<file path="src/rtl/cond_pkg.sv">
`default_nettype none
// +----------------------------------------------------------------------+
// | cond_pkg : ARM condition-code encodings and flag bit positions       |
// | Revision : 1.0                                                       |
// +----------------------------------------------------------------------+
package cond_pkg;

  typedef enum logic [3:0] {
    EQ = 4'b0000, NE = 4'b0001, CS = 4'b0010, CC = 4'b0011,
    MI = 4'b0100, PL = 4'b0101, VS = 4'b0110, VC = 4'b0111,
    HI = 4'b1000, LS = 4'b1001, GE = 4'b1010, LT = 4'b1011,
    GT = 4'b1100, LE = 4'b1101, AL = 4'b1110, NV = 4'b1111
  } cond_e;

  localparam int N = 3;
  localparam int Z = 2;
  localparam int C = 1;
  localparam int V = 0;

endpackage
`default_nettype wire

</file>
<file path="src/rtl/cond_check.sv">
`default_nettype none
// +----------------------------------------------------------------------+
// | cond_check : combinational ARM condition evaluator                   |
// | Revision   : 1.0                                                     |
// +----------------------------------------------------------------------+
module cond_check
  import cond_pkg::*;
(
  input  logic [3:0] CondE,
  input  logic [3:0] Flags,
  output logic       CondExE
);

  logic w_n, w_z, w_c, w_v, w_ge;

  assign w_n  = Flags[N];
  assign w_z  = Flags[Z];
  assign w_c  = Flags[C];
  assign w_v  = Flags[V];
  assign w_ge = (w_n == w_v);

  always_comb begin
    CondExE = 1'b1;
    case (cond_e'(CondE))
      EQ: CondExE = w_z;
      NE: CondExE = ~w_z;
      CS: CondExE = w_c;
      CC: CondExE = ~w_c;
      MI: CondExE = w_n;
      PL: CondExE = ~w_n;
      VS: CondExE = w_v;
      VC: CondExE = ~w_v;
      HI: CondExE = w_c & ~w_z;
      LS: CondExE = ~w_c | w_z;
      GE: CondExE = w_ge;
      LT: CondExE = ~w_ge;
      GT: CondExE = ~w_z & w_ge;
      LE: CondExE = w_z | ~w_ge;
      AL: CondExE = 1'b1;
      NV: CondExE = 1'b1;
    endcase
  end

endmodule
`default_nettype wire

</file>
<file path="src/rtl/cond_stage.sv">
`default_nettype none
// +----------------------------------------------------------------------+
// | cond_stage : Execute-stage condition unit, flag register, E->M reg   |
// | Revision   : 1.0                                                     |
// +----------------------------------------------------------------------+
module cond_stage
  import cond_pkg::*;
#(
  parameter int n = 32
) (
  input  logic         clk,
  input  logic         reset,
  input  logic [3:0]   CondE,
  input  logic [3:0]   ALUFlags,
  input  logic [1:0]   FlagWriteE,
  input  logic         RegWriteE,
  input  logic         MemWriteE,
  input  logic         MemtoRegE,
  input  logic         BranchE,
  input  logic [n-1:0] ALUResultE,
  input  logic [n-1:0] WriteDataE,
  input  logic [3:0]   WA3E,
  input  logic         StallM,
  input  logic         FlushM,
  output logic [3:0]   Flags,
  output logic         CondExE,
  output logic         BranchTakenE,
  output logic         RegWriteM,
  output logic         MemWriteM,
  output logic         MemtoRegM,
  output logic [n-1:0] ALUOutM,
  output logic [n-1:0] WriteDataM,
  output logic [3:0]   WA3M
);

  logic [3:0] r_flags;
  logic       w_advance;

  // Condition is judged against architectural flags only, so a flag write
  // lands exactly in time for the following instruction.
  cond_check u_cond_check (
    .CondE   (CondE),
    .Flags   (r_flags),
    .CondExE (CondExE)
  );

  assign Flags        = r_flags;
  assign BranchTakenE = BranchE & CondExE;
  assign w_advance    = ~StallM & ~FlushM;

  always_ff @(posedge clk or negedge reset) begin
    if (!reset) begin
      r_flags <= 4'b0000;
    end else if (w_advance) begin
      if (FlagWriteE[1] && CondExE) begin
        r_flags[N] <= ALUFlags[N];
        r_flags[Z] <= ALUFlags[Z];
      end
      if (FlagWriteE[0] && CondExE) begin
        r_flags[C] <= ALUFlags[C];
        r_flags[V] <= ALUFlags[V];
      end
    end
  end

  always_ff @(posedge clk or negedge reset) begin
    if (!reset) begin
      RegWriteM  <= 1'b0;
      MemWriteM  <= 1'b0;
      MemtoRegM  <= 1'b0;
      ALUOutM    <= '0;
      WriteDataM <= '0;
      WA3M       <= 4'd0;
    end else if (FlushM) begin
      RegWriteM  <= 1'b0;
      MemWriteM  <= 1'b0;
      MemtoRegM  <= 1'b0;
      ALUOutM    <= '0;
      WriteDataM <= '0;
      WA3M       <= 4'd0;
    end else if (!StallM) begin
      RegWriteM  <= RegWriteE & CondExE;
      MemWriteM  <= MemWriteE & CondExE;
      MemtoRegM  <= MemtoRegE;
      ALUOutM    <= ALUResultE;
      WriteDataM <= WriteDataE;
      WA3M       <= WA3E;
    end
  end

endmodule
`default_nettype wire

</file>
<file path="config.mk">
export PLATFORM = sky130hd
export DESIGN_NAME = cond_stage
export DESIGN_NICKNAME = d
export VERILOG_FILES = /design/src/rtl/cond_pkg.sv /design/src/rtl/cond_check.sv /design/src/rtl/cond_stage.sv
export SDC_FILE = /design/constraint.sdc
export NUM_CORES = 1
export LEC_CHECK = 0
export BUFFER_PORTS_ARGS = -buffer_cell sky130_fd_sc_hd__buf_4
export CORE_MARGIN = 3
export CORE_UTILIZATION = 49
export CTS_CLUSTER_SIZE = 24
export DETAILED_ROUTE_END_ITERATION = 12
export MAX_ROUTING_LAYER = met4
export PLACE_DENSITY = 0.86
export SKIP_LAST_GASP = 1
export SLEW_MARGIN = 15
export SYNTH_ARGS = -nofsm -noshare
export SYNTH_HDL_FRONTEND = slang
export SYNTH_SLANG_ARGS = --single-unit
</file>
<file path="constraint.sdc">
create_clock -name clk -period 4.77 [get_ports clk]
set_clock_uncertainty 0.1 [all_clocks]
set_input_delay 0.477 -clock clk [delete_from_list [all_inputs] [get_ports clk]]
set_output_delay 0.477 -clock clk [all_outputs]
set_load 0.005 [all_outputs]
</file>
==> results of run 1 <==
[sequential cells by signal (all words and copies together) (netlist names)]
name        cells
Flags           4
MemWriteM       1
RegWriteM       1
WriteDataM     32
ALUOutM        32
WA3M            4
MemtoRegM       1
[report_power, final]
| group | total, mW | internal, mW | switching [mW] |
|---|---|---|---|
| clock network | 0.501 | 0.283 | 0.218 |
| logic | 0.315 | 0.183 | 0.132 |
| registers | 0.732 | 0.687 | 0.0452 |
[placed cells by master (no fill, tap or decap), drive strengths merged]
cell type	instances
nor4b	1
xnor2	1
clkinvlp	1
nand4b	1
a32o	2
o21ai	2
nor3	2
mux2	4
or4b	1
and2	1
nand4	3
mux2i	69
clkbuf	12
dfrtp	75
a22o	1
nand2	2
and3	2
nor2	73
clkinv	2
a31o	2
buf	163
nand3	3
a21oi	1
nor2b	2
a2bb2oi	1
bufinv	1
o2bb2ai	1
inv	3
[kinds of logic after synthesis]
kind of cell / count (synthesis) / synth area share [%]
AND/OR/NAND/NOR: 91 / 12.32
flip-flops: 75 / 59.06
AO/OA/AOI/OAI: 10 / 2.480
multiplexers: 73 / 23.15
buffers and inverters: 21 / 2.716
XOR/XNOR: 1 / 0.2756
[worst min path at each step]
| stage | startpoint | end | slack, ns | cells after the start |
|---|---|---|---|---|
| floorplan | reset | ALUOutM[0] | 0.08 | 0 |
| global placement | WriteDataM[25] | WriteDataM[25] | 0.40 | 2 |
| detailed placement | WriteDataM[19] | WriteDataM[19] | 0.42 | 2 |
| CTS | reset | WriteDataM[24] | 0.22 | 1 |
| global route | reset | WA3M[3] | 0.23 | 1 |
| finish | reset | WA3M[3] | 0.17 | 1 |
[metrics by stage]
step           instances  power, mW  area (sq um)  setup WS [ns]  hold WS (ns)
3_5_place_dp         491      1.062          4420          2.431        0.4151
6_report             507      1.548          4633          2.160        0.1741
3_3_place_gp         491      1.047          4420          2.460        0.4037
2_1_floorplan        271     0.8739          3178          2.622       0.08141
4_1_cts              507      1.564          4633          2.164        0.2222
5_1_grt              507      1.624          4633          2.034        0.2307
[layer usage]
| metal | up-vias | wire length (um) | track usage (%) |
|---|---|---|---|
| met3 | 6 | 738 | 5.989 |
| met2 | 121 | 4142 | 38.46 |
| met5 | - | 0 | - |
| met1 | 1260 | 3288 | 27.08 |
| li1 | 1224 | - | - |
| met4 | 0 | 87 | 6.657 |
[cell type report]
type,instances,area (sq um)
multi-input combinational,175,1215
inverter,3,11.26
timing repair buffer,163,1224
tap,75,93.84
fill,424,1463
sequential,75,1877
clock buffer,12,165.2
clock inverter,4,47.55
==> out/results.txt, run 1 <==
Cell count along the critical path: 6
Netlist cell types: 30
Commonest cells in the netlist: dfrtp_1 (75), nor2_1 (73), mux2i_1 (69)
Predominant post-synthesis flop cell: dfrtp_1
IO Port Bufs: 162
Area leader, netlist: dfrtp_1
Synth async-reset ratio: 100.0%
Max clock buf depth: 2
Initial antenna violation count: 0
Ys Warns: 0
Vias in the first global route: 2795
Worst-Margin Slew: 0.9304 ns
Max-cap violations: 0
Worst skew pair latency: 0.32 ns
Io pins: 163
Crit share post-route: 54.71%
Leak: 2.545 nW
Reg2reg path depth: 6
Layout cells sized above 1: 42.36%
FF-to-FF Start: Flags[3]
DRC: 0
DRT iter0 DRCs: 127
Status: finished clean
Die W: 86.54 um
Worst EP required: 4.19 ns
Die Ht: 86.54 um
Global-route wire length before repair: 13110 um
Slowest Stage Delay on Critical Path: 0.44 ns
TNS Setup: 0 ns
Max-slew violations: 0
WS Path Type: register to output pin
Die area: 7488 sq um
Worst slew margin: 37.97%
CTS tree: yes
Worst path slowest cell: dfrtp_1
WL per Instance: 16.29 um
Crit Reg-Reg Endpoint: Flags[1]
H-Tree Depth: 3
CTS buffer count: 9
Syn Std Cell Area: 3178 sq um
Setup crit end kind: output pin
Number of synthesized flops with an enable pin: 0
Crit path capture: BranchTakenE
Critical Path AT: 2.03 ns
Post-CTS Setup Bufs: 0
Post-layout util: 76.01%
Most numerous cell in the Yosys netlist: dfrtp_1
Final Routed Wirelength: 8257 um
Vias/cell: 5.150
Syn avg cell area: 11.73 sq um
Setup-failing EPs final: 0
Final hold vios: 0
Power per Cell Area: 334.2 nW/um^2
Clock sink count: 75
Routed Antenna Nets: 0
Reg-to-reg slack, setup: 2.68 ns
Placer Congestion: 0.8580
1st-pass router iterations: 4
VDD IR max: 0.1995 mV
Row count: 28
Final net count: 513
F_max: 383.2 MHz
Worst setup SP type: register
Largest net degree at the start of global routing: 76
Hold WC Path Type: input port to async pin
Total track usage: 22.86%
Antenna diodes: 0
Share of the synthesized area in the top cell type: 59.06%
Worst setup startpoint: Flags[3]
Final min period: 2.610 ns
Synth Register Bits: 75
Core box area: 6096 sq um
Hold-fix buffers, CTS: 0
Root Buffer: clkbuf_8
Top Family by Delay on Critical Path: flip-flops
Cts repair resizes: 0
Layout area overhead: 45.79%
Clock-pin slew on the worst setup and hold paths: 0.08 ns
Post-detail-place hpwl: 6024 um
Vias: 2611
Mapped Nets: 357
Register area share after synthesis: 59.06%
RSZ-0062 raised after global routing: false
Synth Instances: 271
CP bufs+invs: 1
GR Overflow Total: 0
Starting Density: 52.13%
Max FO, Critical Path: 5
Critical-path cell list: xnor2_1 -> a22o_1 -> a2bb2oi_1 -> nand4_2 -> and3_2 -> buf_4
Synth area leaders: dfrtp_1 (59%), mux2i_1 (22%), nor2_1 (8.6%), mux2_1 (1.4%), clkbuf_1 (1.3%)
Power figures use the tool's default switching activity.
==> inputs of run 2 (changes only) <==
--- a/config.mk
+++ b/config.mk
@@ -7,11 +7,11 @@
 export LEC_CHECK = 0
 export BUFFER_PORTS_ARGS = -buffer_cell sky130_fd_sc_hd__buf_4
 export CORE_MARGIN = 3
-export CORE_UTILIZATION = 49
+export CORE_UTILIZATION = 41
 export CTS_CLUSTER_SIZE = 24
 export DETAILED_ROUTE_END_ITERATION = 12
 export MAX_ROUTING_LAYER = met4
-export PLACE_DENSITY = 0.86
+export PLACE_DENSITY = 0.77
 export SKIP_LAST_GASP = 1
 export SLEW_MARGIN = 15
 export SYNTH_ARGS = -nofsm -noshare
==> constraint.sdc (replaced) <==
create_clock -name clk -period 2.4 [get_ports clk]
set_clock_uncertainty 0.1 [all_clocks]
set_input_delay 0.24 -clock clk [delete_from_list [all_inputs] [get_ports clk]]
set_output_delay 0.24 -clock clk [all_outputs]
set_load 0.005 [all_outputs]
==> run 2 against run 1 <==
  * Final cell count rose by 5.1%
  * Worst setup slack worse by 2.1 ns
  * Combinational power rose by 110%
  * Via count about the same
  * Sequential share of layout area down 0.78 points
  * Routed wire length decreased by 2.2%
  * Register-to-register slack got worse by 2.4 ns
  * Die area grew 18%
  * Design area is 2.0% higher
  * Global-route usage is 4.1 points lower
  * Hold slack got worse by 0.14 ns
  * Critical endpoint unchanged
==> out/results.txt, run 2 (synthesized netlist as in run 1, its figures left out) <==
Status: finished clean (unchanged)
Root Buffer: clkbuf_8 (unchanged)
Worst path slowest cell: or4b_1 (was dfrtp_1)
Die Ht: 94.04 um (was 86.54 um)
Commonest non-fill, non-tap cell in the layout: buf_4 (unchanged)
VDD IR max: 0.3594 mV (was 0.1995 mV)
Max clock buf depth: 2 (unchanged)
Starting Density: 43.12% (was 52.13%)
Area after DPL: 4491 sq um (was 4420 sq um)
CTS buffer count: 9 (unchanged)
Hold WC Path Type: input port to register (was input port to async pin)
Final Routed Wirelength: 8077 um (was 8257 um)
DRT iter0 DRCs: 142 (was 127)
Fin worst setup slack: 0.09246 ns (was 2.160 ns)
Io pins: 163 (unchanged)
Reg-to-reg slack, setup: 0.30 ns (was 2.68 ns)
Largest net degree at the start of global routing: 63 (was 76)
Max FO, Critical Path: 5 (unchanged)
Max-slew violations: 0 (unchanged)
1st-pass router iterations: 4 (unchanged)
Global-route wire length before repair: 12600 um (was 13110 um)
Max-cap violations: 0 (unchanged)
WL per Instance: 15.15 um (was 16.29 um)
Layout area overhead: 48.66% (was 45.79%)
DRC: 0 (unchanged)
Clock sink count: 75 (unchanged)
Final net count: 516 (was 513)
H-Tree Depth: 3 (unchanged)
Antenna diodes: 0 (unchanged)
Row count: 31 (was 28)
Final hold vios: 0 (unchanged)
DP Worst Slack: 0.3307 ns (was 2.431 ns)
Worst EP required: 2.06 ns (was 4.19 ns)
Worst slew margin: 57.78% (was 37.97%)
Post-CTS Setup Bufs: 0 (unchanged)
Post-detail-place hpwl: 5980 um (was 6024 um)
Routed Antenna Nets: 0 (unchanged)
Placer Congestion: 0.8125 (was 0.8580)
Worst setup SP type: register (unchanged)
Vias: 2613 (was 2611)
TNS Setup: 0 ns (unchanged)
Largest regs: ALUOutM x32, WriteDataM x32 (unchanged)
Setup crit end kind: output pin (unchanged)
Worst skew pair latency: 0.32 ns (about the same)
Final min period: 2.308 ns
IO Port Bufs: 162 (unchanged)
Vias/cell: 4.902 (was 5.150)
F_max: 433.4 MHz
Layout cells sized above 1: 42.40% (was 42.36%)
Die area: 8844 sq um (was 7488 sq um)
Post-route cell area: 4725 sq um (was 4633 sq um)
Die W: 94.04 um (was 86.54 um)
Critical Path AT: 1.97 ns (was 2.03 ns)
CTS tree: yes (unchanged)
Commonest non-fill, non-tap cells in the layout: buf_4 (163), dfrtp_1 (75), nor2_1 (73) (unchanged)
Total track usage: 18.74% (was 22.86%)
Worst-Margin Slew: 0.6333 ns (was 0.9304 ns)
Clock-pin slew on the worst setup and hold paths: 0.07 ns (was 0.08 ns)
Core box area: 7370 sq um (was 6096 sq um)
WS Path Type: register to output pin (unchanged)
GR Overflow Total: 0 (unchanged)
Vias in the first global route: 2655 (was 2795)
Power per Cell Area: 668.4 nW/um^2 (was 334.2 nW/um^2)
Setup-failing EPs final: 0 (unchanged)
Post-layout util: 64.11% (was 76.01%)
RSZ-0062 raised after global routing: false (unchanged)
Initial antenna violation count: 0 (unchanged)
Critical-path cell list: or4b_1 -> a31o_1 -> nand4_2 -> and3_2 -> buf_4 (was xnor2_1 -> a22o_1 -> a2bb2oi_1 -> nand4_2 -> and3_2 -> buf_4)
Leak: 2.567 nW (was 2.545 nW)
Slowest Stage Delay on Critical Path: 0.55 ns (was 0.44 ns)
Crit share post-route: 96.15%
==> run 2: cell count changes in the layout (fill, tap and decap cells not counted), sizes merged <==
cell	before	now
bufinv	1	2
buf	163	165
clkinvlp	1	2
clkbuf	12	11
clkinv	2	0
dlygate4sd3	0	1
==> run 2: final cells by class <==
type / count / area (sq um)
fillers: 594 / 2645
repair buffers: 166 / 1274
well taps: 99 / 123.9
clock inverters: 4 / 75.07
multi-input cells: 175 / 1222
clock buffers: 11 / 141.4
inverters: 3 / 11.26
flip-flops and latches: 75 / 1877
==> run 2: per-layer routing <==
metal	global-route usage, %	up-vias	share of wire [%]
li1	-	1232	-
met1	22.56	1252	39
met2	31.05	114	51
met3	3.846	15	7.7
met4	7.220	0	1.6
met5	-	-	0
==> run 2: worst paths after layout <==
check	end	startpoint	cells past startpoint
worst max-delay path	BranchTakenE	Flags[3]	5
worst min-delay path	MemWriteM	MemWriteE	2
worst max register to register	Flags[3]	Flags[3]	5
worst min register to register	ALUOutM[2]	ALUOutM[2]	2
max in group asynchronous	MemWriteM	reset	3
min in group asynchronous	ALUOutM[4]	reset	2
==> run 2: timing repair <==
action	in CTS	in global routing
gates resized for setup	0	1
setup endpoints to repair	0	2
hold buffers	1	0
endpoints found under the hold margin	33	0
==> run 2: power breakdown <==
| part | leakage [nW] | internal (mW) | total (mW) | switching (mW) |
|---|---|---|---|---|
| clock network | 0.102 | 0.609 | 1.05 | 0.440 |
| registers | 0.991 | 1.37 | 1.46 | 0.0942 |
| logic | 1.47 | 0.381 | 0.650 | 0.269 |
==> run 2: metrics by stage <==
step           hold WS (ns)  power, mW  std cells
2_1_floorplan       -0.1556      1.737        271
3_3_place_gp         0.1199      2.092        517
3_5_place_dp         0.1152      2.121        517
4_1_cts             0.01332      3.178        533
5_1_grt             0.02536      3.310        533
6_report            0.03319      3.158        533
==> run 2: worst max-delay path, delay by kind of cell, from the launching register on <==
| kind | cells | cell delay, ns |
|---|---|---|
| buffers and inverters | 1 | 0.10 |
| DFF | 1 | 0.44 |
| AOI/OAI and AO/OA | 1 | 0.24 |
| and+or+nand+nor | 3 | 0.86 |
==> inputs of run 3 (changes only) <==
--- a/config.mk
+++ b/config.mk
@@ -6,12 +6,14 @@
 export NUM_CORES = 1
 export LEC_CHECK = 0
 export BUFFER_PORTS_ARGS = -buffer_cell sky130_fd_sc_hd__buf_4
+export CELL_PAD_IN_SITES_DETAIL_PLACEMENT = 0
+export CELL_PAD_IN_SITES_GLOBAL_PLACEMENT = 1
 export CORE_MARGIN = 3
-export CORE_UTILIZATION = 41
+export CORE_UTILIZATION = 30
 export CTS_CLUSTER_SIZE = 24
 export DETAILED_ROUTE_END_ITERATION = 12
 export MAX_ROUTING_LAYER = met4
-export PLACE_DENSITY = 0.77
+export PLACE_DENSITY = 0.76
 export SKIP_LAST_GASP = 1
 export SLEW_MARGIN = 15
 export SYNTH_ARGS = -nofsm -noshare
==> run 3 against run 2 <==
  * Routed wire length grew 7.1%
  * Non-clock buffer count rose by 1
  * Design area increased by 1.4%
  * Power increased by 4.5%
  * Maximum frequency increased by 0.37%
  * First-iteration DRC count is 9.9% lower
  * Global-route usage fell by 3.4 points
  * Via count is 0.34% higher
  * Final cell count increased by 6.8%
  * Sequential share of layout area shrank 0.53 points
  * Count of clock-buffer cells in the layout increased by 1
  * Register-to-register slack improved by 0.04 ns
  * Largest cell class unchanged
==> out/results.txt, run 3 (synthesized netlist as in run 1, its figures left out) <==
Status: finished clean (unchanged)
Sequential power share: 44.2% (was 46.2%)
Largest regs: ALUOutM x32, WriteDataM x32 (unchanged)
Clock power share: 35.6% (was 33.2%)
Sw frac: 24.75% (was 25.43%)
Setup crit end kind: output pin (unchanged)
WHS: 0.02242 ns (was 0.03319 ns)
WS Path Type: register to output pin (unchanged)
Final net count: 517 (was 516)
Row count: 36 (was 31)
Net switching power figure: 817.2 uW (was 803.0 uW)
Vias: 2622 (was 2613)
Crit share post-route: 95.79% (was 96.15%)
FF-to-FF Start: Flags[3] (unchanged)
Worst-Margin Slew: 0.9364 ns (was 0.6333 ns)
VDD IR max: 0.2730 mV (was 0.3594 mV)
Max FO, Critical Path: 5 (unchanged)
Critical Path AT: 1.96 ns (was 1.97 ns)
Reg2reg path depth: 5 (unchanged)
DRT iter0 DRCs: 128 (was 142)
Largest net degree at the start of global routing: 76 (was 63)
Clock-pin slew on the worst setup and hold paths: 0.07 ns (about the same)
Setup-failing EPs final: 0 (unchanged)
Total track usage: 15.38% (was 18.74%)
Final min period: 2.299 ns (was 2.308 ns)
Global-route wire length before repair: 14010 um (was 12600 um)
Hold Startpoint: MemWriteE (unchanged)
Power per Cell Area: 689.4 nW/um^2 (was 668.4 nW/um^2)
F_max: 435.0 MHz (was 433.4 MHz)
Vias/cell: 4.608 (was 4.902)
1st-pass router iterations: 4 (unchanged)
Post-detail-place hpwl: 6213 um (was 5980 um)
Final hold vios: 0 (unchanged)
# fillers: 941 (was 594)
Commonest non-fill, non-tap cells in the layout: buf_4 (165), dfrtp_1 (75), nor2_1 (73) (was buf_4 (163), dfrtp_1 (75), nor2_1 (73))
Initial antenna violation count: 0 (unchanged)
Layout cells sized above 1: 42.43% (was 42.40%)
IO Port Bufs: 162 (unchanged)
CTS buffer count: 9 (unchanged)
Final Routed Wirelength: 8654 um (was 8077 um)
Reg-to-reg slack, setup: 0.34 ns (was 0.30 ns)
Leak: 2.582 nW (was 2.567 nW)
WL per Instance: 15.21 um (was 15.15 um)
Max-cap violations: 0 (unchanged)
Hold WC Path Type: input port to register (unchanged)
CTS tree: yes (unchanged)
Post-route cell area: 4788 sq um (was 4725 sq um)
Worst EP required: 2.06 ns (about the same)
Max clock buf depth: 2 (unchanged)
Vias in the first global route: 2823 (was 2655)
Io pins: 163 (unchanged)
Hold Path Stages: 2 (unchanged)
Antenna diodes: 0 (unchanged)
Root Buffer: clkbuf_8 (unchanged)
Starting Density: 31.64% (was 43.12%)
TNS Setup: 0 ns (unchanged)
H-Tree Depth: 3 (unchanged)
Routed Antenna Nets: 0 (unchanged)
Crit Reg-Reg Endpoint: Flags[1] (was Flags[3])
Combinational Power Share: 20.2% (was 20.6%)
Worst slew margin: 37.57% (was 57.78%)
Max-slew violations: 0 (unchanged)
Layout area overhead: 50.67% (was 48.66%)
Worst skew pair latency: 0.33 ns (was 0.32 ns)
Worst setup SP type: register (unchanged)
Die area: 11860 sq um (was 8844 sq um)
Area after DPL: 4521 sq um (was 4491 sq um)
Post-layout util: 47.67% (was 64.11%)
Core box area: 10040 sq um (was 7370 sq um)
GR Overflow Total: 0 (unchanged)
P_int: 2.484 mW (was 2.355 mW)
Placer Congestion: 0.7883 (was 0.8125)
Commonest non-fill, non-tap cell in the layout: buf_4 (unchanged)
Clock sink count: 75 (unchanged)
RSZ-0062 raised after global routing: false (unchanged)
Overall power: 3.301 mW (was 3.158 mW)
DRC: 0 (unchanged)
Die Ht: 108.9 um (was 94.04 um)
Worst min-delay path endpoint: MemWriteM (unchanged)
Die W: 108.9 um (was 94.04 um)
-- run 3: cell types whose count changed in the layout (fill, tap and decap cells not counted), sizes merged --
cell      previous run  this run
clkinvlp             2         1
buf                165       166
clkbuf              11        12
bufinv               2         3
-- run 3: timing repair --
action	CTS	global route
setup endpoints to repair	0	2
hold endpoints to repair	71	0
buffers inserted	0	1
gates resized for setup	0	1
hold buffers	1	0
-- run 3: critical path, cell delays in order, from the launching register on --
cell and delay (ns):
dfrtp_1 0.45, or4b_1 0.53, a31o_1 0.23, nand4_2 0.13
and3_2 0.19, buf_4 0.10
-- run 3: area by class of cell --
class | instances | area (sq um) | area share (%)
inverters | 3 | 11.26 | 0.2352
clock inverters | 4 | 97.59 | 2.038
multi-input cells | 175 | 1222 | 25.53
repair buffers | 167 | 1269 | 26.50
well taps | 133 | 166.4 | 3.475
flip-flops and latches | 75 | 1877 | 39.20
clock buffers | 12 | 145.1 | 3.031
-- run 3: power groups by stage --
stage | combinational [mW] | clock, mW | sequential [mW]
global placement | 0.633 | 0 | 1.47
finish | 0.667 | 1.17 | 1.46
CTS | 0.645 | 1.22 | 1.45
detailed placement | 0.643 | 0 | 1.48
floorplan | 0.266 | 0 | 1.47
global route | 0.731 | 1.27 | 1.48
-- run 3: per-layer routing --
layer	global-route usage, %	vias to the layer above	part of all wire, %
met1	19.41	1273	42
met3	2.842	13	6.6
li1	-	1238	-
met2	25.09	98	50
met4	4.869	0	1.4
met5	-	-	0
-- run 3: how the worst max path moves through the flow --
stage / depth (start not counted) / slack [ns] / end / startpoint
finish: 5 / 0.10 / BranchTakenE / Flags[3]
global route: 5 / 0.007 / BranchTakenE / Flags[3]
CTS: 6 / 0.02 / BranchTakenE / Flags[3]
detailed placement: 6 / 0.36 / Flags[1] / Flags[3]
global placement: 5 / 0.41 / Flags[0] / Flags[3]
floorplan: 5 / 0.50 / Flags[0] / Flags[3]
-- run 3: through the flow --
step / instances / setup WS (ns)
after detailed placement: 551 / 0.3593
after CTS: 568 / 0.01631
final: 569 / 0.1010
after global routing: 569 / 0.006927
after global placement: 551 / 0.4110
after floorplan: 271 / 0.5019
